File: src/rtl/program_loader.sv
// Byte-stream program loader: accepts SYNC, LEN, DATA..., CSUM frames, writes the
// data bytes into the machine RAM and releases the CPU once the checksum verifies.
module program_loader #(
    parameter int                ADDR_W    = 8,
    parameter logic [ADDR_W-1:0] BASE_ADDR = '0,
    parameter logic [7:0]        SYNC_BYTE = 8'hA5
) (
    input  logic              clk,
    input  logic              reset,
    input  logic [7:0]        in_data,
    input  logic              in_valid,
    output logic              in_ready,
    input  logic              reload,
    output logic              mem_we,
    output logic [ADDR_W-1:0] mem_addr,
    output logic [7:0]        mem_data,
    output logic              cpu_hold,
    output logic              done,
    output logic              error,
    output logic [ADDR_W:0]   bytes_loaded
);

    localparam int                CW         = ADDR_W + 1;
    localparam logic [ADDR_W:0]   FULL_COUNT = {1'b1, {ADDR_W{1'b0}}};
    localparam logic [ADDR_W:0]   CNT_ONE    = 1;
    localparam logic [ADDR_W-1:0] PTR_ONE    = 1;

    typedef enum logic [2:0] {
        S_IDLE,
        S_LEN,
        S_DATA,
        S_CSUM,
        S_DONE,
        S_ERROR
    } state_t;

    state_t              r_state;
    state_t              w_nextState;
    logic [ADDR_W-1:0]   r_ptr;
    logic [ADDR_W:0]     r_remaining;
    logic [7:0]          r_sum;
    logic [ADDR_W:0]     r_bytesLoaded;
    logic                r_memWe;
    logic [ADDR_W-1:0]   r_memAddr;
    logic [7:0]          r_memData;

    logic                w_xfer;
    logic                w_isSync;
    logic [ADDR_W:0]     w_lenCount;

    // Status outputs are pure functions of the state, so they change exactly one
    // clock after the transfer or reload that caused the transition.
    assign in_ready     = (r_state != S_DONE);
    assign done         = (r_state == S_DONE);
    assign error        = (r_state == S_ERROR);
    assign cpu_hold     = (r_state != S_DONE);
    assign mem_we       = r_memWe;
    assign mem_addr     = r_memAddr;
    assign mem_data     = r_memData;
    assign bytes_loaded = r_bytesLoaded;

    assign w_xfer     = in_valid && in_ready;
    assign w_isSync   = (in_data == SYNC_BYTE);
    assign w_lenCount = (in_data == 8'd0) ? FULL_COUNT : CW'(in_data);

    always_ff @(posedge clk) begin
        if (reset) begin
            r_state <= S_IDLE;
        end else begin
            r_state <= w_nextState;
        end
    end

    // A SYNC byte arriving in ERROR wins over a simultaneous reload so it is not lost.
    always_comb begin
        w_nextState = r_state;
        case (r_state)
            S_IDLE: begin
                if (w_xfer && w_isSync) w_nextState = S_LEN;
            end
            S_LEN: begin
                if (w_xfer) w_nextState = S_DATA;
            end
            S_DATA: begin
                if (w_xfer && (r_remaining == CNT_ONE)) w_nextState = S_CSUM;
            end
            S_CSUM: begin
                if (w_xfer) w_nextState = (in_data == r_sum) ? S_DONE : S_ERROR;
            end
            S_DONE: begin
                if (reload) w_nextState = S_IDLE;
            end
            S_ERROR: begin
                if (w_xfer && w_isSync) w_nextState = S_LEN;
                else if (reload)        w_nextState = S_IDLE;
            end
            default: w_nextState = S_IDLE;
        endcase
    end

    always_ff @(posedge clk) begin
        if (reset) begin
            r_ptr         <= BASE_ADDR;
            r_remaining   <= '0;
            r_sum         <= '0;
            r_bytesLoaded <= '0;
            r_memWe       <= 1'b0;
            r_memAddr     <= BASE_ADDR;
            r_memData     <= '0;
        end else begin
            r_memWe <= 1'b0;
            case (r_state)
                S_IDLE, S_ERROR: begin
                    if (w_xfer && w_isSync) begin
                        r_bytesLoaded <= '0;
                        r_ptr         <= BASE_ADDR;
                    end
                end
                S_LEN: begin
                    if (w_xfer) begin
                        r_remaining <= w_lenCount;
                        r_sum       <= in_data;
                    end
                end
                S_DATA: begin
                    if (w_xfer) begin
                        r_memWe       <= 1'b1;
                        r_memAddr     <= r_ptr;
                        r_memData     <= in_data;
                        r_ptr         <= r_ptr + PTR_ONE;
                        r_bytesLoaded <= r_bytesLoaded + CNT_ONE;
                        r_sum         <= r_sum + in_data;
                        r_remaining   <= r_remaining - CNT_ONE;
                    end
                end
                S_DONE: begin
                    if (reload) r_ptr <= BASE_ADDR;
                end
                default: ;
            endcase
        end
    end

endmodule

File: config.mk
export PLATFORM = sky130hd
export DESIGN_NAME = program_loader
export DESIGN_NICKNAME = d
export VERILOG_FILES = /design/src/rtl/program_loader.sv
export SDC_FILE = /design/constraint.sdc
export NUM_CORES = 1
export LEC_CHECK = 0
export CORE_ASPECT_RATIO = 0.7
export CORE_MARGIN = 4
export CORE_UTILIZATION = 54
export DETAILED_ROUTE_END_ITERATION = 10
export HOLD_SLACK_MARGIN = 0.15
export PLACE_DENSITY = 0.89
export SYNTH_ARGS = -nofsm -noshare
export SYNTH_HDL_FRONTEND = slang
export SYNTH_SLANG_ARGS = --single-unit
File: constraint.sdc
create_clock -name clk -period 2.2 [get_ports clk]
set_input_delay 0.44 -clock clk [delete_from_list [all_inputs] [get_ports clk]]
set_output_delay 0.44 -clock clk [all_outputs]
set_load 0.1 [all_outputs]
# --- After elaboration in Yosys (flattened, before gate mapping) ---
# Cells that the tools add are included.
classes:
  n_eq_ne: 16
  bitwise_logic: 1
  n_reduce_logical: 15
  n_mux: 23
  addsub: 4
op_table:
  columns: ["op", "n"]
  rows:
  - ["2-to-1 mux 9 bit", 5]
  - ["2-to-1 mux 8 bit", 5]
  - ["case mux 9 bit (2 select lines)", 2]
  - ["case mux 8 bit (3 select lines)", 1]
  - ["2-to-1 mux 3 bit", 6]
  - ["case mux 3 bit (6 select lines)", 1]
  - ["case mux 8 bit (2 select lines)", 1]
  - ["!= test 2 bit (second input constant)", 7]
  - ["adder 9 x 1 -> 9 bit (second input constant)", 1]
  - ["== test 9 x 1 -> 1 bit (second input constant)", 1]
  - ["subtractor 9 x 1 -> 9 bit (second input constant)", 1]
  - ["adder 8 x 1 -> 8 bit (second input constant)", 1]
  - ["adder 8 bit", 1]
  - ["== test 8 bit", 1]
  - ["== test 8 bit (second input constant)", 1]
  - ["logical NOT 8 bit", 1]
  - ["AND reduction 4 bit", 2]
  - ["== test 3 x 2 -> 1 bit (second input constant)", 2]
  - ["== test 3 bit (second input constant)", 2]
  - ["AND reduction 3 bit", 2]
  - ["nonzero test 2 bit", 2]
  - ["OR reduction 2 bit", 2]
  - ["== test 3 x 1 -> 1 bit (second input constant)", 1]
  - ["logical AND 1 bit", 3]
  - ["other kinds (6)", 7]
word_totals:
  reg_bits: 54
  out_inout_bits: 30

# --- Depth between registers and ports, before layout ---
depth:
  depth_word: 5
  ltp_mapped: 8

# --- Least setup slack after synthesis ---
# Ideal clock, no wire load.
synth_path:
  path_kind: "reg2out"
  start: "reg r_state[2]"
  end: "out done"
  arrival_time_ns: 2.220
  required_time_ns: 1.760
  path_buffers: 1
  path_slack_ns: -0.460
  path_stages_with_launch: 5
  path_cell_list: "dfxtp_1 -> buf_2 -> nor2b_1 -> nand2_1 -> inv_1"
synth_via:
  elab_chain_len: 1
synth_lines:
  columns: ["item", "line", "rtl"]
  rows:
  - ["from (decl)", "37", "state_t r_state;"]
  - ["from (signal assigned)", "70", "r_state <= w_nextState;"]
  - ["== test 3 bit", "54", "assign done = (r_state == S_DONE);"]
  - ["to (decl)", "18", "output logic done,"]
# Every way passes these cells.

# --- Worst setup path in the final report ---
layout_path:
  start: "in in_data[3]"
  end: "reg r_ptr[3]"
layout_via:
  elab_chain_len: 4
layout_lines:
  columns: ["item", "line", "rtl"]
  rows:
  - ["from (decl)", "10", "input logic [7:0] in_data,"]
  - ["== test 8 bit", "63", "assign w_isSync = (in_data == SYNC_BYTE);"]
  - ["logical AND 1 bit", "114", "if (w_xfer && w_isSync) begin"]
  - ["!= test 2 bit (no source line)", null, null]
  - ["AND reduction 4 bit (no source line)", null, null]
  - ["to (signal assigned)", "130", "r_ptr <= r_ptr + PTR_ONE;"]
  - ["to (decl)", "39", "logic [ADDR_W-1:0] r_ptr;"]
# Every way passes these cells.
# A chain may end at the register's enable or synchronous reset.

==> flow_metrics.py <==
metrics = {
    "synth": {
        "synth.area.top_cells": "dfxtp_1 37%, a21oi_1 7.6%, nand2_1 7.6%",
        "synth_common_cells": "60 x nand2_1, 54 x dfxtp_1, 45 x a21oi_1, 43 x nor2_1, 20 x o21ai_0",
        "synth_most_common_cell": "nand2_1",
        "synth_top_area_cell": "dfxtp_1",
        "syn_area_per_cell_um2": 7.64,
        "synth-edff-count": 0,
        "synth_cells": 386,
        "ys_warn_count": 0,
        "synth.yosys.seq_area_share_pct": 36.6,
        "async_reset_ff_share_pct": 0,
        "synthesis.nets": 410,
        "yosys.area.top_type_share_pct": 36.6,
        "synthFlopType": "dfxtp_1",
        "ys_types": 48,
        "ys_ff_latch": 54,
        "syn_area_mm2": 0.00295,
    },
    "global_routing": {
        "grt_pass1_wl_mm": 13.2,
        "grt.overflow.total": 0,
        "antenna_found_initial": 0,
        "grt.total_usage_pct": 24.5,
        "grt_max_degree": 26,
        "grt_pass1_vias": 2805,
    },
    "die": {
        "fp.dieW_um": 96.3,
        "io_pins": 42,
        "rows": 22,
        "die_h_um": 69.8,
        "initial_core_util_pct": 56.1,
        "core_area_mm2": 0.00526,
        "dieArea_mm2": 0.00673,
    },
    "routing": {
        "vias": 3108,
        "viasPerCell": 6.00,
        "first_pass_iters": 5,
        "wl_mm": 7.85,
        "remaining_drc_errors": 0,
        "wl_per_cell_um": 15.1,
        "drt_iter0_drc": 281,
        "postRouteAntennaNets": 0,
    },
    "clock_network": {
        "htree_levels": 2,
        "cts_setup_buffers": 0,
        "cts_made_buffers": 5,
        "cts.sinks": 54,
        "clk_pin_slew_worst_paths_ns": 0.10,
        "clockBufferDepth": 2,
        "root_buffer": "clkbuf_8",
        "clk_latency_ns": 0.31,
        "cts_tree": "done",
    },
    "setup_path": {
        "endpoint_kind": "flip-flop",
        "max_stage_delay_ns": 0.55,
        "worstRegToRegCells": 5,
        "reg2reg_to": "r_ptr[3]$_SDFFE_PP0P_",
        "cp_max_fo": 9,
        "cp_cell_sequence": "clkdlybuf4s50_1 > or4_4 > or3_4 > o22a_4 > o21ai_2 > a21oi_1",
        "reg2reg_slack_ns": 0.26,
        "worstSetupPathType": "in -> reg",
        "cpMaxStageDelayCell": "or4_4",
        "arrival_ns": 2.39,
        "r2r_start": "r_state[2]$_SDFFE_PP0P_",
        "worstPathRequired_ns": 2.39,
        "start_kind": "input pin",
    },
    "timing": {
        "finalCritPeriodShare_pct": 99.8,
        "setup_viol": 0,
        "min_period_ns": 2.20,
        "rsz0062_at_grt": "yes",
        "hold_violations": 0,
        "drv_slew": 0,
        "worstMarginPinSlew_ns": 0.554,
        "finalClockSkew_ns": 0.00857,
        "fmax_mhz": 455,
        "maxSlewHeadroom_pct": 62.7,
    },
    "pwr": {
        "power_density_mw_per_mm2": 462,
        "p_total_mw": 1.71,
        "p_leak_nw": 1.42,
        "ir_drop_v": 0.000338,
    },
    "finish": {
        "fin_area_mm2": 0.00369,
        "antennaDiodeCount": 0,
        "area_growth_pct": 25.2,
        "fin_nets": 469,
        "drive_gt1_share_pct": 19.7,
    },
    "hold_path": {
        "hold-path-endpoint": "mem_data[6]$_SDFFE_PP0P_",
        "hold_start": "mem_data[6]$_SDFFE_PP0P_",
        "worstHoldPathCells": 2,
        "hp-class": "reg -> reg",
    },
    "placed_design": {
        "io_buffers": 41,
        "placed_cell_area_mm2": 0.00359,
        "place_hpwl_mm": 5.70,
        "place.gp.congestion": 0.906,
    },
    "outcome": {
        "status": "complete, no violations",
    },
    "job": {
        "drv_cap": 0,
    },
}
==> layout make-up <==
cell class,instances,area (µm²)
sequential,54,1080
inverter,14,56.3
fill,434,1560
clock buffer,6,82.6
timing repair buffer,76,642
clock inverter,2,16.3
multi-input combinational,294,1730
tap,72,90.1
==> how the worst max path moves through the flow <==
stage,start,to,slack (ns),cells past startpoint
5_1_grt,in_data[0],r_sum[6]$_SDFFE_PP0P_,-0.03,9
4_1_cts,in_data[0],r_sum[6]$_SDFFE_PP0P_,0.002,9
6_report,in_data[3],r_ptr[3]$_SDFFE_PP0P_,0.003,6
3_5_place_dp,in_data[1],r_ptr[4]$_SDFFE_PP0P_,-0.33,6
3_3_place_gp,in_data[1],r_ptr[7]$_SDFFE_PP0P_,-0.27,6
2_1_floorplan,bytes_loaded[1]$_SDFFE_PP0P_,bytes_loaded[8]$_SDFFE_PP0P_,0.009,5
==> what timing repair did <==
action,in CTS,in global routing
hold buffers,0,0
setup endpoints to repair,2,7
resized for setup,4,4
==> through the flow <==
step	setup WS (ns)	hold slack (ns)	utilization (%)	cells	TNS (ns)
global route	-0.0334	0.474	70.3	518	-0.0334
finish	0.00332	0.460	70.3	518	0
floorplan	0.00853	0.442	-	386	0
global placement	-0.269	0.445	68.2	510	-4.31
CTS	0.00184	0.464	70.2	518	0
detailed placement	-0.331	0.450	68.2	510	-5.31
==> critical path, delay by kind of cell <==
| family | cells | cell delay (ns) |
|---|---|---|
| buffers and inverters | 1 | 0.46 |
| and+or+nand+nor | 2 | 0.95 |
| AOI/OAI and AO/OA | 3 | 0.54 |
==> power breakdown <==
| group | internal (mW) | switching [mW] | leakage (nW) |
|---|---|---|---|
| clock network | 0.260 | 0.349 | 0.0478 |
| registers | 0.978 | 0.000666 | 0.435 |
| logic | 0.0535 | 0.0674 | 0.939 |
==> cells by family (layout without fill, tap and decap cells) <==
family | Yosys count | after routing | synth area share (%)
and+or+nand+nor | 163 | 163 | 26.7
AOI/OAI and AO/OA | 114 | 114 | 24.4
buffers and inverters | 38 | 98 | 5.47
adders and majority gates | 12 | 12 | 5.34
xor gates and xnor gates | 5 | 5 | 1.48
DFF | 54 | 54 | 36.6
==> sequential cells by signal, summed over array words and instances, names as in the netlist <==
signal,count
bytes_loaded,9
mem_addr,8
mem_data,8
mem_we,1
r_ptr,8
r_remaining,9
r_state,3
r_sum,8
==> placed cells by master (no fill, tap or decap), types with 3 or more instances in the layout <==
cell              n
nand2b_1          4
nand3b_1          7
a21oi_1          44
buf_12            4
xor2_1            3
a21oi_2           3
nor2b_1           3
nor3_1           11
ha_1             11
o21ai_0          16
inv_1            13
nand4_1           3
a211oi_1         14
nor4_1            3
a31oi_1           4
o21a_1            3
o22ai_1           3
o21ai_1           3
a311oi_1         10
clkbuf_8          6
buf_4            61
clkdlybuf4s50_1   9
dfxtp_1          53
nand2_1          59
nor2_1           43
and3_1            6
nand3_1           8
==> per-layer routing <==
layer | part of all wire [%] | track usage (%)
met3 | 7.9 | 4.77
met2 | 44 | 35.4
met4 | 2.3 | 9.49
met5 | 0 | 0
met1 | 46 | 35.5
No activity file was read; power rests on OpenSTA's default activity.
